File: src/rtl/pac_sprite_renderer.sv
// Pacman sprite pixel driver: box test, ROM index generation, mouth animation, 2-cycle pixel pipeline.
// Optional facing-direction transform is enabled by defining PAC_ROTATE_EN.
module pac_sprite_renderer #(
    parameter int ANIM_DIV = 4,
    parameter int SCREEN_W = 640
) (
    input  logic        i_clk,
    input  logic        i_reset_n,
    input  logic [9:0]  i_pixel_x,
    input  logic [9:0]  i_pixel_y,
    input  logic        i_video_on,
    input  logic        i_frame_tick,
    input  logic [9:0]  i_pac_x,
    input  logic [9:0]  i_pac_y,
    input  logic [1:0]  i_dir,
    input  logic        i_moving,
    output logic [3:0]  o_x_index,
    output logic [3:0]  o_y_index,
    output logic [2:0]  o_frame_select,
    input  logic [11:0] i_rom_rgb,
    output logic [11:0] o_pix_rgb,
    output logic        o_pix_hit,
    output logic        o_pix_valid
);

    localparam logic [3:0] DIV_LAST = 4'(ANIM_DIV - 1);

    generate
        if (ANIM_DIV < 1 || ANIM_DIV > 15 || SCREEN_W < 16) begin : g_param_check
            $error("pac_sprite_renderer: ANIM_DIV must be 1..15 and SCREEN_W at least 16");
        end
    endgenerate

    logic [9:0]  r_px;
    logic [9:0]  r_py;
    logic        r_moving;
    logic [1:0]  r_phase;
    logic [3:0]  r_div;
    logic        r_hit_box;
    logic        r_video_d1;
    logic        w_moving;
    logic        w_hit_box;
    logic        w_pix_hit;
    logic [10:0] w_x11;
    logic [10:0] w_y11;
    logic [10:0] w_px11;
    logic [10:0] w_py11;
    logic [3:0]  w_dx;
    logic [3:0]  w_dy;
    logic [3:0]  w_x_raw;
    logic [3:0]  w_y_raw;
    logic [3:0]  w_x_idx;
    logic [3:0]  w_y_idx;

`ifdef PAC_ROTATE_EN
    logic [1:0]  r_dir;

    // Per-frame snapshot of sprite state, including facing direction
    always_ff @(posedge i_clk or negedge i_reset_n) begin
        if (!i_reset_n) begin
            r_px     <= 10'd0;
            r_py     <= 10'd0;
            r_dir    <= 2'd0;
            r_moving <= 1'b0;
        end else if (i_frame_tick) begin
            r_px     <= i_pac_x;
            r_py     <= i_pac_y;
            r_dir    <= i_dir;
            r_moving <= i_moving;
        end
    end
`else
    logic w_unused_dir;
    assign w_unused_dir = ^i_dir;

    // Per-frame snapshot of sprite state; direction is not tracked in this build
    always_ff @(posedge i_clk or negedge i_reset_n) begin
        if (!i_reset_n) begin
            r_px     <= 10'd0;
            r_py     <= 10'd0;
            r_moving <= 1'b0;
        end else if (i_frame_tick) begin
            r_px     <= i_pac_x;
            r_py     <= i_pac_y;
            r_moving <= i_moving;
        end
    end
`endif

    // On a tick the incoming MOVING governs this tick's step, not last frame's snapshot
    assign w_moving = i_frame_tick ? i_moving : r_moving;

    // Mouth animation: divider counts frame ticks, phase cycles 0..3
    always_ff @(posedge i_clk or negedge i_reset_n) begin
        if (!i_reset_n) begin
            r_phase <= 2'd0;
            r_div   <= 4'd0;
        end else if (i_frame_tick) begin
            if (!w_moving) begin
                r_phase <= 2'd0;
                r_div   <= 4'd0;
            end else if (r_div == DIV_LAST) begin
                r_div   <= 4'd0;
                r_phase <= r_phase + 2'd1;
            end else begin
                r_div   <= r_div + 4'd1;
            end
        end
    end

    // Widened compares so a sprite hanging past the right/bottom edge never wraps
    assign w_x11     = {1'b0, i_pixel_x};
    assign w_y11     = {1'b0, i_pixel_y};
    assign w_px11    = {1'b0, r_px};
    assign w_py11    = {1'b0, r_py};
    assign w_hit_box = i_video_on
                     & (w_x11 >= w_px11) & (w_x11 < (w_px11 + 11'd16))
                     & (w_y11 >= w_py11) & (w_y11 < (w_py11 + 11'd16));
    assign w_dx      = i_pixel_x[3:0] - r_px[3:0];
    assign w_dy      = i_pixel_y[3:0] - r_py[3:0];

    // ROM index selection by facing direction, zeroed outside the box
    always_comb begin
        w_x_raw = w_dy;
        w_y_raw = w_dx;
`ifdef PAC_ROTATE_EN
        case (r_dir)
            2'd0: begin w_x_raw = w_dy; w_y_raw = w_dx;          end
            2'd1: begin w_x_raw = w_dy; w_y_raw = 4'd15 - w_dx;  end
            2'd2: begin w_x_raw = w_dx; w_y_raw = 4'd15 - w_dy;  end
            2'd3: begin w_x_raw = w_dx; w_y_raw = w_dy;          end
            default: begin w_x_raw = w_dy; w_y_raw = w_dx;       end
        endcase
`endif
        if (w_hit_box) begin
            w_x_idx = w_x_raw;
            w_y_idx = w_y_raw;
        end else begin
            w_x_idx = 4'd0;
            w_y_idx = 4'd0;
        end
    end

    // Stage 1: ROM address, box flag and video-on alignment
    always_ff @(posedge i_clk or negedge i_reset_n) begin
        if (!i_reset_n) begin
            o_x_index      <= 4'd0;
            o_y_index      <= 4'd0;
            r_hit_box      <= 1'b0;
            r_video_d1     <= 1'b0;
            o_frame_select <= 3'd0;
        end else begin
            o_x_index      <= w_x_idx;
            o_y_index      <= w_y_idx;
            r_hit_box      <= w_hit_box;
            r_video_d1     <= i_video_on;
            o_frame_select <= {1'b0, r_phase};
        end
    end

    assign w_pix_hit = r_hit_box & (i_rom_rgb != 12'h000);

    // Stage 2: colour 000 is the transparent key
    always_ff @(posedge i_clk or negedge i_reset_n) begin
        if (!i_reset_n) begin
            o_pix_hit   <= 1'b0;
            o_pix_rgb   <= 12'h000;
            o_pix_valid <= 1'b0;
        end else begin
            o_pix_hit   <= w_pix_hit;
            o_pix_rgb   <= w_pix_hit ? i_rom_rgb : 12'h000;
            o_pix_valid <= r_video_d1;
        end
    end

endmodule

File: config.mk
export PLATFORM = sky130hd
export DESIGN_NAME = pac_sprite_renderer
export DESIGN_NICKNAME = d
export VERILOG_FILES = /design/src/rtl/pac_sprite_renderer.sv
export SDC_FILE = /design/constraint.sdc
export NUM_CORES = 1
export LEC_CHECK = 0
export ABC_AREA = 1
export CAP_MARGIN = 20
export CORE_AREA = 2 2 85 87
export CTS_BUF_LIST = sky130_fd_sc_hd__clkbuf_16
export DETAILED_ROUTE_END_ITERATION = 16
export DIE_AREA = 0 0 87 89
export PLACE_DENSITY = 0.74
export SKIP_LAST_GASP = 1
export SYNTH_ARGS = -nofsm -noshare
export SYNTH_HDL_FRONTEND = slang
export SYNTH_SLANG_ARGS = --single-unit
export TNS_END_PERCENT = 30
File: constraint.sdc
create_clock -name i_clk -period 3 [get_ports i_clk]
set_clock_uncertainty 0.15 [all_clocks]
set_input_delay 0.6 -clock i_clk [delete_from_list [all_inputs] [get_ports i_clk]]
set_output_delay 0.6 -clock i_clk [all_outputs]
set_load 0.01 [all_outputs]
==> results of run 1 <==
## stage by stage
| stage | hold WS [ns] | area (um2) | setup WS (ns) |
|---|---|---|---|
| after floorplan | 0.1544 | 2979 | 0.9658 |
| after global placement | 0.1830 | 3872 | 0.3875 |
| after detailed placement | 0.2003 | 3872 | 0.3514 |
| after CTS | 0.2159 | 4041 | 0.6344 |
| after global routing | 0.2162 | 4041 | 0.4597 |
| final | 0.2110 | 4041 | 0.6759 |
## how the worst max path moves through the flow
stage | from | to | slack (ns) | cells after the start
6_report | i_pixel_x[0] | o_y_index[0] | 0.68 | 15
5_1_grt | r_px[6] | o_y_index[3] | 0.46 | 11
4_1_cts | i_pixel_x[0] | o_y_index[0] | 0.63 | 15
3_5_place_dp | i_pixel_x[0] | o_y_index[0] | 0.35 | 15
3_3_place_gp | i_pixel_x[0] | o_y_index[2] | 0.39 | 15
2_1_floorplan | r_px[6] | o_x_index[0] | 0.97 | 11
## routing by layer
layer	part of all wire, %	up-vias	track usage [%]
li1	-	1254	-
met1	45	1110	20.33
met2	51	44	29.42
met3	3.4	6	3.693
met4	1.2	0	5.114
met5	0	-	0
## layout by cell type, fill, tap and decap left out, drive strengths merged
| cell | netlist | routed |
|---|---|---|
| nand2 | 74 | 74 |
| xor2 | 9 | 9 |
| xnor2 | 6 | 6 |
| clkdlybuf4s50 | 0 | 79 |
| o21ai | 21 | 21 |
| a211oi | 1 | 1 |
| bufinv | 0 | 1 |
| clkbuf | 4 | 5 |
| nand4 | 6 | 6 |
| nor4 | 1 | 1 |
| o21a | 2 | 2 |
| clkinv | 1 | 2 |
| a21oi | 13 | 13 |
| inv | 52 | 53 |
| fa | 2 | 2 |
| buf | 3 | 5 |
| nand3 | 13 | 13 |
| a21o | 2 | 2 |
| and3 | 1 | 1 |
| dfrtp | 53 | 53 |
| ha | 35 | 35 |
| conb | 1 | 1 |
| a21boi | 1 | 1 |
| nor2 | 40 | 40 |
| a22oi | 1 | 1 |
| nor3 | 3 | 3 |
## power breakdown
part	switching [W]	leakage [nW]	internal (W)
clock	0.000259	0.0842	0.000395
sequential	0.0000349	0.689	0.000774
combinational	0.000229	1.26	0.000224
## cell type report
type | count | area [um2] | share of cell area [%]
inverters | 53 | 198.9 | 4.923
well taps | 80 | 100.1 | 2.477
repair buffers | 84 | 825.8 | 20.43
clock inverters | 3 | 43.79 | 1.084
multi-input cells | 232 | 1421 | 35.17
clock buffers | 5 | 125.1 | 3.096
flip-flops and latches | 53 | 1326 | 32.82
## registers in the layout, indices dropped and copies added (netlist names)
| name | flops |
|---|---|
| o_frame_select | 2 |
| o_pix_hit | 1 |
| o_pix_rgb | 12 |
| o_pix_valid | 1 |
| o_x_index | 4 |
| o_y_index | 4 |
| r_div | 4 |
| r_hit_box | 1 |
| r_moving | 1 |
| r_phase | 2 |
| r_px | 10 |
| r_py | 10 |
| r_video_d1 | 1 |
## logic make-up (layout without fill, tap and decap cells)
group,after synthesis,count (layout),share of synthesized area (%)
flip-flops,53,53,44.52
AO/OA/AOI/OAI,41,41,7.728
AND/OR/NAND/NOR,138,138,19.40
adder cells (fa/ha/maj),37,37,16.04
other,1,1,0.1259
buffers and inverters,60,145,7.770
XOR/XNOR,15,15,4.410
## critical path: cells and delay by family
kind | cells | cell delay [ns]
simple gates | 9 | 0.79
buf+inv | 4 | 0.62
fa+ha+maj | 2 | 0.38
==> results.toml, run 1 <==
[clocking]
cts_buffer_depth = 2
cts_buffers = 5
clk_pin_slew_worst_paths_ns = 0.07
cts_root_buf = "clkbuf_16"
post_cts_buffers = 0
cts.sinks = 53
cts_tree = "done"
ctsHoldBuffers = 0
clkLatencyLatePin_ns = 0.29
htree_levels = 2
cts-resized-gates = 0

[timing]
fmax_ghz = 0.4303
slew_headroom_pct = 39.57
tns_ns = 0
hold_viol = 0
tightest_slew_ns = 0.9064
final.period_utilization_pct = 77.47
rsz0062_at_grt = "no"
fin_crit_ns = 2.324
maxSlewViolCount = 0
setup_viol = 0

[yosys]
synth_flop_cell = "dfrtp_1"
synth_area_per_cell_um2 = 8.635
synthCells = 345
yosysUniqueCellTypes = 29
synth_commonest_cells = "nand2_1, dfrtp_1, inv_1, nor2_1, ha_1"
ys_ff_latch = 53
synth.net_count = 441
synth_area_leaders = "dfrtp_1, ha_1, nand2_1"
synth_edf_count = 0
synth.top_cell.area_share_pct = 44.52
yosysTopAreaCell = "dfrtp_1"
yosysSeqAreaShare_pct = 44.52
async_flop_share_pct = 100.0
yosys_warnings = 0
syn_area_um2 = 2979
yosys.cell_count.top_type = "nand2_1"

[critical_path]
reg2reg_depth = 11
arrival_ns = 2.39
worstReg2RegEnd = "o_y_index[0]"
crit_fanout = 9
path_class = "in2reg"
crit_top_cell = "nand2_1"
startpoint_type = "input pin"
cp_slowest_cell = "clkdlybuf4s50_1"
cp.required_ns = 3.06
r2r_start = "r_px[6]"
critPathMaxStageDelay_ns = 0.45
r2r_setup_slack_ns = 0.70
crit_path_cell_trace = "clkdlybuf4s50_1, inv_1, ha_1, inv_1, fa_1, inv_1, nand2_1, nand2_1, nand3_1, nand2_1, nand2_1, nand2_1, nor2_1, nand3_4, nor2_1"
cp-end-kind = "flip-flop"

[placement]
dp.cells = 502
gp_congestion = 0.8079
portBuffers = 80
dp_hpwl_mm = 4.868

[route]
routed_via_density = 4.733
drc_errors = 0
wirelength_mm = 6.062
drt_iter0_drc = 93
via_count = 2414
antenna_left = 0
wl_per_cell_um = 11.89
dr.pass1.iters = 4

[power_and_ir_drop]
powerDensity_nw_per_um2 = 474.3
total_power_w = 0.001917
total_leakage_power_nw = 2.036
vdd_drop_max_mv = 0.2631

[cells_and_area]
nets = 525
post-route-util_pct = 60.15
num_antenna_cells = 0
stdcell_count = 510
area_growth_syn_to_layout_pct = 35.66
n_fill_cell = 572
drive_above_1_share_pct = 4.186

[floorplan]
die_h_um = 89
fp.dieArea_um2 = 7743
rows = 30
coreArea_um2 = 6719
start_util_pct = 44.34
ios = 84
die_w_um = 87

[global_routing]
grt_usage_pct = 16.64
grt_pass1_wl_mm = 10.25
grt_pass1_vias = 2463
antenna_found_initial = 0
grt_start_max_net_pins = 42
gr-total-overflow = 0

[outcome]
status = "complete, no violations"

[min_path]
whs_path_depth = 0
hold_path.startpoint = "r_video_d1"
hold_class = "reg2reg"
min_to = "o_pix_valid"

[flow_run]
drv_cap = 0
(Power assumes the default switching activity.)
==> inputs of run 2 (changes only) <==
Settings changed: CORE_AREA 2 2 85 87 to 2 2 87 89, DIE_AREA 0 0 87 89 to 0 0 89 91.
Clock period 3 ns to 1.9 ns, I/O delays scaled along.
==> run 2 against run 1 <==
  * The run now ends with setup timing left
  * Power up 59%
  * Wire length up 12%
  * Critical path depth down 3
  * Critical endpoint is now o_y_index[2]
  * Non-clock buffer count up 33
  * Flip-flop and latch count unchanged
  * Setup slack worse by 0.95 ns
  * Global-route usage up 0.70 points
  * Critical path type is now reg2reg
  * Utilization up 0.93 points
  * Largest power group unchanged
==> results.toml, run 2 (synthesized netlist as in run 1, its figures left out) <==
[clocking]
cts.sinks = 53
clk_pin_slew_worst_paths_ns = 0.07
cts_buffers = 5
htree_levels = 2
cts_tree = "done"
cts_root_buf = "clkbuf_16"
cts_buffer_depth = 2
clkLatencyLatePin_ns = 0.29

[route]
drc_errors = 0
antenna_left = 0
wirelength_mm = 6.775
routed_via_density = 4.670
dr.pass1.iters = 4
via_count = 2629
drt_iter0_drc = 133
wl_per_cell_um = 12.03

[cells_and_area]
num_antenna_cells = 0
area_growth_syn_to_layout_pct = 46.33
drive_above_1_share_pct = 12.28
nets = 559
most-common-layout-cells = "clkdlybuf4s50_1, nand2_1, dfrtp_1"
final_common_cell = "clkdlybuf4s50_1"
n_fill_cell = 630
top_regs = "o_pix_rgb: 12 flops, r_px: 10 flops, r_py: 10 flops"
largest_register = "o_pix_rgb"
largest_reg_flops = 12

[min_path]
hold_path.startpoint = "r_video_d1"
whs_path_depth = 0
min_to = "o_pix_valid"
hold_class = "reg2reg"

[timing]
tns_ns = -2.262
fmax_ghz = 0.4593
setup_viol = 9
maxSlewViolCount = 0
rsz0062_at_grt = "yes"
fin_crit_ns = 2.177
hold_viol = 0
final.period_utilization_pct = 114.6
final_critical_path_setup_slack_ns = -0.2775

[placement]
dp_hpwl_mm = 5.472
dp_slack_ns = -0.4188
gp_congestion = 0.8277
portBuffers = 80

[critical_path]
startpoint_type = "flip-flop"
setup.worst_path.start = "r_py[4]"
cp.required_ns = 1.96
r2r_start = "r_py[4]"
reg2reg_depth = 12
arrival_ns = 2.24
r2r_setup_slack_ns = -0.28
crit_fanout = 5
worstReg2RegEnd = "o_y_index[2]"
path_class = "reg2reg"
cp-end-kind = "flip-flop"

[global_routing]
grt_pass1_vias = 2540
gr-total-overflow = 0
grt_pass1_wl_mm = 11.23
grt_start_max_net_pins = 38
antenna_found_initial = 0
grt_usage_pct = 17.34

[floorplan]
fp.dieArea_um2 = 8099
die_h_um = 91
coreArea_um2 = 7137
start_util_pct = 41.74
die_w_um = 89
rows = 31
ios = 84

[outcome]
violations = "setup timing"
status = "finished, violations left"

[flow_run]
drv_cap = 0

[power_and_ir_drop]
vdd_drop_max_mv = 0.4588
powerDensity_nw_per_um2 = 698.2
total_leakage_power_nw = 2.182
run 2: cell count changes in the layout (fill, tap and decap cells not counted), moves of 2 or more:
cell	delta
buf_12	+2
buf_4	+30
clkinvlp_4	+3
ha_1	-2
ha_2	+2
nand3_2	+2
nor2_4	+2
run 2: per-stage QoR:
step	std cells	instance area, um2	utilization (%)	total power, W	hold slack [ns]
after global placement	552	4172	58.45	0.002111	0.1824
after global routing	563	4359	61.08	0.003220	0.2136
after floorplan	345	2997	-	0.001721	-0.06559
final	563	4359	61.08	0.003044	0.2100
after CTS	563	4359	61.08	0.003078	0.2130
after detailed placement	552	4172	58.45	0.002145	0.1890
run 2: timing repair:
item	in CTS	in global routing
setup buffers	1	0
gates resized for setup	3	0
hold buffers	1	0
cloned	1	0
hold endpoints to repair	16	0
endpoints found under the setup margin	9	9
pin swaps	0	1
run 2: final cells by class:
type	count	area [um2]	area share, %
Tap cell	99	123.9	2.842
Timing Repair Buffer	117	1101	25.26
Clock buffer	5	125.1	2.870
Multi-Input combinational cell	233	1461	33.52
Clock inverter	3	22.52	0.5166
Sequential cell	53	1326	30.42
Inverter	53	198.9	4.564
run 2: report_power, final:
group / switching (W) / leakage (nW) / total, W / internal [W]
sequential: 0.0000552 / 0.689 / 0.00128 / 0.00122
combinational: 0.000416 / 1.43 / 0.000862 / 0.000446
clock: 0.000415 / 0.0621 / 0.000903 / 0.000488
run 2: critical path, stage by stage, from the launching register on:
cell      delay, ns
dfrtp_1        0.39
ha_2           0.23
nand3_1        0.09
xor2_1         0.15
ha_1           0.29
a21o_1         0.17
nand3_1        0.08
nand2_1        0.06
clkinv_1       0.04
nand2_1        0.07
nor2_4         0.14
nand3_4        0.11
nor2_1         0.13
run 2: worst max path at each step:
stage | slack [ns] | to
finish | -0.28 | o_y_index[2]
global placement | -0.36 | o_x_index[0]
CTS | -0.27 | o_y_index[2]
global route | -0.43 | o_x_index[1]
detailed placement | -0.42 | o_y_index[2]
floorplan | -0.04 | o_x_index[0]
run 2: per-layer routing:
metal  share of wire, %  global-route usage [%]  vias up
met5                  0                       0        -
met4                1.1                   4.478        0
met3                4.5                   2.545        6
met2                 51                   29.54       66
met1                 44                   22.86     1231
li1                   -                       -     1326
